[config.mk]
export PLATFORM = sky130hd
export DESIGN_NAME = core_seq
export DESIGN_NICKNAME = d
export VERILOG_FILES = /design/src/rtl/core_seq.sv
export SDC_FILE = /design/constraint.sdc
export NUM_CORES = 1
export LEC_CHECK = 0
export ABC_CLOCK_PERIOD_IN_PS = 5960
export BUFFER_PORTS_ARGS = -buffer_cell sky130_fd_sc_hd__buf_2
export CORE_MARGIN = 1.5
export CORE_UTILIZATION = 55
export CTS_BUF_LIST = sky130_fd_sc_hd__clkbuf_4 sky130_fd_sc_hd__clkbuf_8
export CTS_CLUSTER_DIAMETER = 30
export DETAILED_ROUTE_END_ITERATION = 10
export GPL_TIMING_DRIVEN = 1
export PLACE_DENSITY = 0.83
export SYNTH_ARGS = -nofsm -noshare
export SYNTH_HDL_FRONTEND = slang
export SYNTH_SLANG_ARGS = --single-unit
[constraint.sdc]
create_clock -name clk -period 5.96 [get_ports clk]
set_input_delay 0.596 -clock clk [delete_from_list [all_inputs] [get_ports clk]]
set_output_delay 0.596 -clock clk [all_outputs]
set_load 0.03 [all_outputs]
[src/rtl/core_seq.sv]
// core_seq: multi-cycle instruction sequencer (IDLE/FETCH/DECODE/EXEC/WB/HALT)
//   clk, rst_n            clock, asynchronous active-low reset
//   start                 begin execution from RESET_PC (IDLE or HALT only)
//   imem_req/addr/ack/rdata  instruction fetch handshake
//   ir                    instruction register for decode
//   jump/branch/is_zero/target  control-flow inputs, sampled when EXEC ends
//   stall                 holds EXEC
//   regwrite -> reg_we    write enable gated to the WB cycle
//   pc, busy, halted, instr_count  status
module core_seq #(
    parameter int             PC_W      = 16,
    parameter int             INSTR_W   = 16,
    parameter logic [PC_W-1:0] RESET_PC = '0,
    parameter logic [2:0]     HALT_OP   = 3'b111,
    parameter int             MAX_INSTR = 0,
    parameter int             CNT_W     = 32
) (
    input  logic               clk,
    input  logic               rst_n,
    input  logic               start,
    output logic               imem_req,
    output logic [PC_W-1:0]    imem_addr,
    input  logic               imem_ack,
    input  logic [INSTR_W-1:0] imem_rdata,
    output logic [INSTR_W-1:0] ir,
    input  logic               jump,
    input  logic               branch,
    input  logic               is_zero,
    input  logic [PC_W-1:0]    target,
    input  logic               stall,
    input  logic               regwrite,
    output logic               reg_we,
    output logic [PC_W-1:0]    pc,
    output logic               busy,
    output logic               halted,
    output logic [CNT_W-1:0]   instr_count
);
    typedef enum logic [2:0] {S_IDLE, S_FETCH, S_DECODE, S_EXEC, S_WB, S_HALT} state_t;
    state_t state, state_nx;
    logic taken_q;
    logic [PC_W-1:0] target_q;
    logic [CNT_W-1:0] count_inc;
    logic budget_hit;
    assign count_inc  = &instr_count ? instr_count : instr_count + CNT_W'(1);
    assign budget_hit = (MAX_INSTR != 0) && (count_inc == CNT_W'(MAX_INSTR));
    assign imem_addr  = pc;
    always_ff @(posedge clk or negedge rst_n)
        if (!rst_n) state <= S_IDLE;
        else        state <= state_nx;
    // outputs decode from state only, so imem_req falls with the async reset
    always_comb begin
        state_nx = state;
        imem_req = 1'b0;
        reg_we   = 1'b0;
        busy     = 1'b0;
        halted   = 1'b0;
        case (state)
            S_IDLE:   state_nx = start ? S_FETCH : S_IDLE;
            S_FETCH: begin
                imem_req = 1'b1;
                busy     = 1'b1;
                state_nx = imem_ack ? S_DECODE : S_FETCH;
            end
            S_DECODE: begin
                busy     = 1'b1;
                state_nx = (ir[INSTR_W-1 -: 3] == HALT_OP) ? S_HALT : S_EXEC;
            end
            S_EXEC: begin
                busy     = 1'b1;
                state_nx = stall ? S_EXEC : S_WB;
            end
            S_WB: begin
                busy     = 1'b1;
                reg_we   = regwrite;
                state_nx = budget_hit ? S_HALT : S_FETCH;
            end
            S_HALT: begin
                halted   = 1'b1;
                state_nx = start ? S_FETCH : S_HALT;
            end
            default:  state_nx = S_IDLE;
        endcase
    end
    always_ff @(posedge clk or negedge rst_n)
        if (!rst_n) begin
            pc          <= RESET_PC;
            ir          <= '0;
            instr_count <= '0;
            taken_q     <= 1'b0;
            target_q    <= '0;
        end else begin
            case (state)
                S_IDLE, S_HALT:
                    if (start) begin
                        pc          <= RESET_PC;
                        instr_count <= '0;
                    end
                S_FETCH:
                    if (imem_ack) ir <= imem_rdata;
                // control inputs may change once EXEC ends, so keep the decision
                S_EXEC:
                    if (!stall) begin
                        taken_q  <= jump | (branch & is_zero);
                        target_q <= target;
                    end
                S_WB: begin
                    pc          <= taken_q ? target_q : pc + PC_W'(1);
                    instr_count <= count_inc;
                end
                default: ;
            endcase
        end
endmodule

# Yosys cells after proc, flatten, opt, wreduce, memory -nomap -nowiden
# Index checks and enable logic that the tools add are counted.
# word_totals
output_inout_bits	84
input_bits	41
wordCells	44
ff_bits	84
# classes
addsub	2
eq_ne	8
muxes	16
n_bitwise	3
n_reduce_logical	9
# op_table
operator	count
2-to-1 mux 32 bit	2
case mux 32 bit (2 select lines)	1
adder 32 x 1 -> 32 bit (second input constant)	1
2-to-1 mux 16 bit	2
case mux 16 bit (2 select lines)	1
AND reduction 32 bit	1
case mux 3 bit (6 select lines)	1
adder 16 x 1 -> 16 bit (second input constant)	1
equality test 3 bit (second input constant)	3
2-to-1 mux 3 bit	3
equality test 3 x 2 -> 1 bit (second input constant)	2
AND reduction 2 bit	3
2-to-1 mux 1 bit	5
!= test 2 bit (second input constant)	2
OR reduction 4 bit	1
equality test 3 x 1 -> 1 bit (second input constant)	1
logical NOT 3 bit	1
AND reduction 3 bit	1
2-to-1 mux 2 bit	1
nonzero test 2 bit	1
OR reduction 2 bit	1
bitwise AND 1 bit	1
NOT 1 bit	1
bitwise OR 1 bit	1

# Depth between registers and ports, before layout
# logic_depth
ltp_word	4
depth_mapped	8
depth_no_buf	6

# Worst setup path before layout
# No wires, ideal clock.
# synth_path
kind	register to register
from	register state[1]
to	register ir[10]
t_arrival_ps	2204
path_slack_ps	3631
period_less_slack_ps	2329
required_ps	5835
setup_time_ps	125
n_path_buf	3
path_stages_with_launch	7
path_cell_list	dfrtp_1 buf_2 nor3_1 and2_1 buf_2 buf_2 mux2_2
# synth_between
elab_chain_len	2
# synth_rtl
element	line_no	text
start, declared	39	state_t state, state_nx;
start signal, assigned	49	else state <= state_nx;
equality test 3 x 1 -> 1 bit	92	case (state)
AND reduction 2 bit (no line)	-	
end signal, assigned	99	if (imem_ack) ir <= imem_rdata;
end, declared	25	output logic [INSTR_W-1:0] ir,
# No other way between the ends.
# A chain may end at the register's enable or synchronous reset.

# Worst setup path after layout
# layout_path
from	register state[1]
to	register instr_count[24]
# layout_between
elab_chain_len	4
word_cells_on_any_way	9
classes_between	eq/ne (4); mux (1); reduce/logical (4)
# layout_rtl
element	line_no	text
equality test 3 bit / logical NOT 3 bit (equally long branches)	92	
OR reduction 2 bit	92	
!= test 2 bit (no line) / nonzero test 2 bit (equally long branches)	-	
AND reduction 3 bit (no line)	-	
end signal, assigned	108	instr_count <= count_inc;
end, declared	36	output logic [CNT_W-1:0] instr_count
# Parallel ways exist; a longest one is shown, timed or not.

==> metrics.cfg <==
[sta]
setup_tns_ns=0
grt_setup_unrepaired=no
hold_violations=0
hold-worst-slack_ns=0.406
fmax_mhz=379
drv_slew=0
setup_viol=0
setup_slack_ns=3.32
worst_pin_slew_ns=1.07
post-route-period-util=0.443
relSlewSlack=0.286
finalCriticalPeriod_ns=2.64
clock_skew_ns=0.0126

[routing]
wl_um=11700
dr.first_iter.drc_count=395
dr.pass1.iters=5
routedWlPerCell_um=17.7
post-route-drc-count=0
via_per_inst=6.37
ant_nets=0
vias=4203

[worst_setup_path]
worst_ep_arrival_time_ns=2.92
reg2reg_from=state[1]
required_ns=6.24
cp_top_family=simple AND/OR/NAND/NOR gates
max_stage_delay_ns=0.83
cp.depth=6
criticalPathCategory=flip-flop to flip-flop
critPathLaunch=state[1]
start_kind=flip-flop
slowest_stage=nor4_4
r2r_setup_slack_ns=3.32
cp-end-kind=flip-flop
r2r_end=instr_count[24]
reg2reg_depth=6
crit_buf_inv=1
crit_path_end=instr_count[24]
path_cells=nor3b_4 > buf_4 > nand4_2 > nor4_4 > nor2_1 > a31oi_1
cp_max_fo=35

[hold_path]
hold_class=primary input to asynchronous set/reset pin

[clocking]
cts_made_buffers=9
cts-root-buf=clkbuf_8
clkTransAtPathRegs_ns=0.10
h-tree-depth=3
ctsHoldBuffers=0
insertion_delay_ns=0.36
cts_setup_buffers=0
cts_resized=0
cts_tree=done
cts_buffer_depth=2
cts_sinks=84

[synth]
syn_avg_cell_area_um2=9.99
ys_async_sr_fraction=1.00
ys.flop_type=dfrtp_1
syn_nets=498
ys_ff_latch=84
synth_edf_count=0
synth_cell_types=60
netlist_area_mm2=0.00455
yosys_warnings=0
postSynthCellCount=455
synth-seq-area-share=0.462

[run]
cap_viol_max_count=0

[power]
ir_worst_vdd_uv=323
p_leak_nw=2.55
finalPower_mw=2.57
powerDensity_mw_per_mm2=485

[layout]
multi_input_area_mm2=0.00217
n_antenna_cell=0
fill_cells=656
regArea_mm2=0.00210
postLayoutCellArea_mm2=0.00530
final_core_util=0.675
area_growth_pct=16.6
fin_cells=660
nets=596
drive_above_1_share=0.349

[die]
ios=125
die_y_um=93.9
start_util=0.579
core_area_mm2=0.00785
rows=32
dieArea_mm2=0.00882
dieWidth_um=93.9

[placed_design]
dp_slack_ns=3.38
io_buffers=124
hpwlAfterDp_um=7950
place_congestion=0.919
place_area_mm2=0.00509
dpl.cell_count=644

[grt]
grt_util_all_layers=0.276
antenna_found_initial=0
grt_pass1_vias=3967
overflow=0
grt_max_degree=85
grt_pass1_wl_um=18900

[status]
status=complete, no violations

layout by cell type (no fill, tap or decap), types with 4 or more instances in the layout:
cell      netlist  layout
a21oi_1        20      20
a22oi_1         7       7
a31oi_1        12      12
a32oi_1         4       4
and2_1          5       5
and3_1          9       9
and4_1          8       8
buf_2          13     123
buf_4          17       6
clkbuf_8        0       9
dfrtp_1        84      84
inv_1           6       6
mux2_2         32      32
nand2_1        25      25
nand3_1        13      13
nand4_1        21      21
nor2_1         35      35
nor3_1         10      10
nor4_1          6       6
o21ai_0        40      40
o21ai_1         9       9
o311ai_1        7       7
o31ai_1         7       7
worst register-to-register path: stages, from the launching register on:
cell,delay (ns)
dfrtp_1,0.51
nor3b_4,0.22
buf_4,0.35
nand4_2,0.24
nor4_4,0.83
nor2_1,0.19
a31oi_1,0.21
cells by family after synthesis:
family          count (synthesis)  share of synthesized area
fa+ha+maj                       3                    0.00771
compound gates                124                      0.172
flops                          84                      0.462
buf+inv                        49                     0.0597
mux                            34                     0.0837
simple gates                  160                      0.213
xor+xnor                        1                    0.00193
power breakdown:
group          internal [mW]  switching (mW)
clock                  0.205           0.232
combinational          0.382           0.764
sequential             0.771           0.219
synthesized netlist by cell type (3+ instances only):
cell      count  area, µm²
dfrtp_1      84       2100
o21ai_0      40        200
nor2_1       35        131
mux2_2       32        360
nand2_1      25       93.8
nand4_1      21        131
a21oi_1      20        100
buf_4        17        128
buf_2        13       65.1
nand3_1      13       65.1
a31oi_1      12       75.1
nor3_1       10       50.1
and3_1        9       56.3
clkbuf_1      9       33.8
o21ai_1       9       45.0
and4_1        8       70.1
a22oi_1       7       52.6
o311ai_1      7       61.3
o31ai_1       7       52.6
inv_1         6       22.5
nor4_1        6       37.5
and2_1        5       31.3
a32oi_1       4       35.0
a221o_1       3       30.0
a41oi_1       3       26.3
nand2b_1      3       18.8
nor2b_1       3       18.8
nor4_4        3       63.8
registers in the layout, indices dropped and copies added (netlist names):
register,cells
imem_addr,16
instr_count,32
ir,16
state,3
taken_q,1
target_q,16
worst min-delay path by stage:
stage	from	endpoint	slack (ns)
3_3_place_gp	ir[2]	ir[2]	0.49
2_1_floorplan	rst_n	imem_addr[0]	0.30
4_1_cts	imem_rdata[8]	ir[8]	0.45
6_report	rst_n	imem_addr[7]	0.41
5_1_grt	imem_rdata[15]	ir[15]	0.45
3_5_place_dp	ir[9]	ir[9]	0.49
area by class of cell:
type | count | share of cell area
Tap cell | 102 | 0.0241
Clock inverter | 7 | 0.0165
Multi-Input combinational cell | 322 | 0.410
Timing Repair Buffer | 129 | 0.125
Sequential cell | 84 | 0.397
Clock buffer | 9 | 0.0234
Inverter | 7 | 0.00496
per-layer routing:
metal	GRT usage	wire length, µm	vias to the layer above
li1	-	-	1914
met1	0.360	4870	2043
met2	0.450	5630	221
met3	0.0469	946	25
met4	0.122	229	0
met5	0	0	-
No activity file was read; power rests on OpenSTA's default activity.
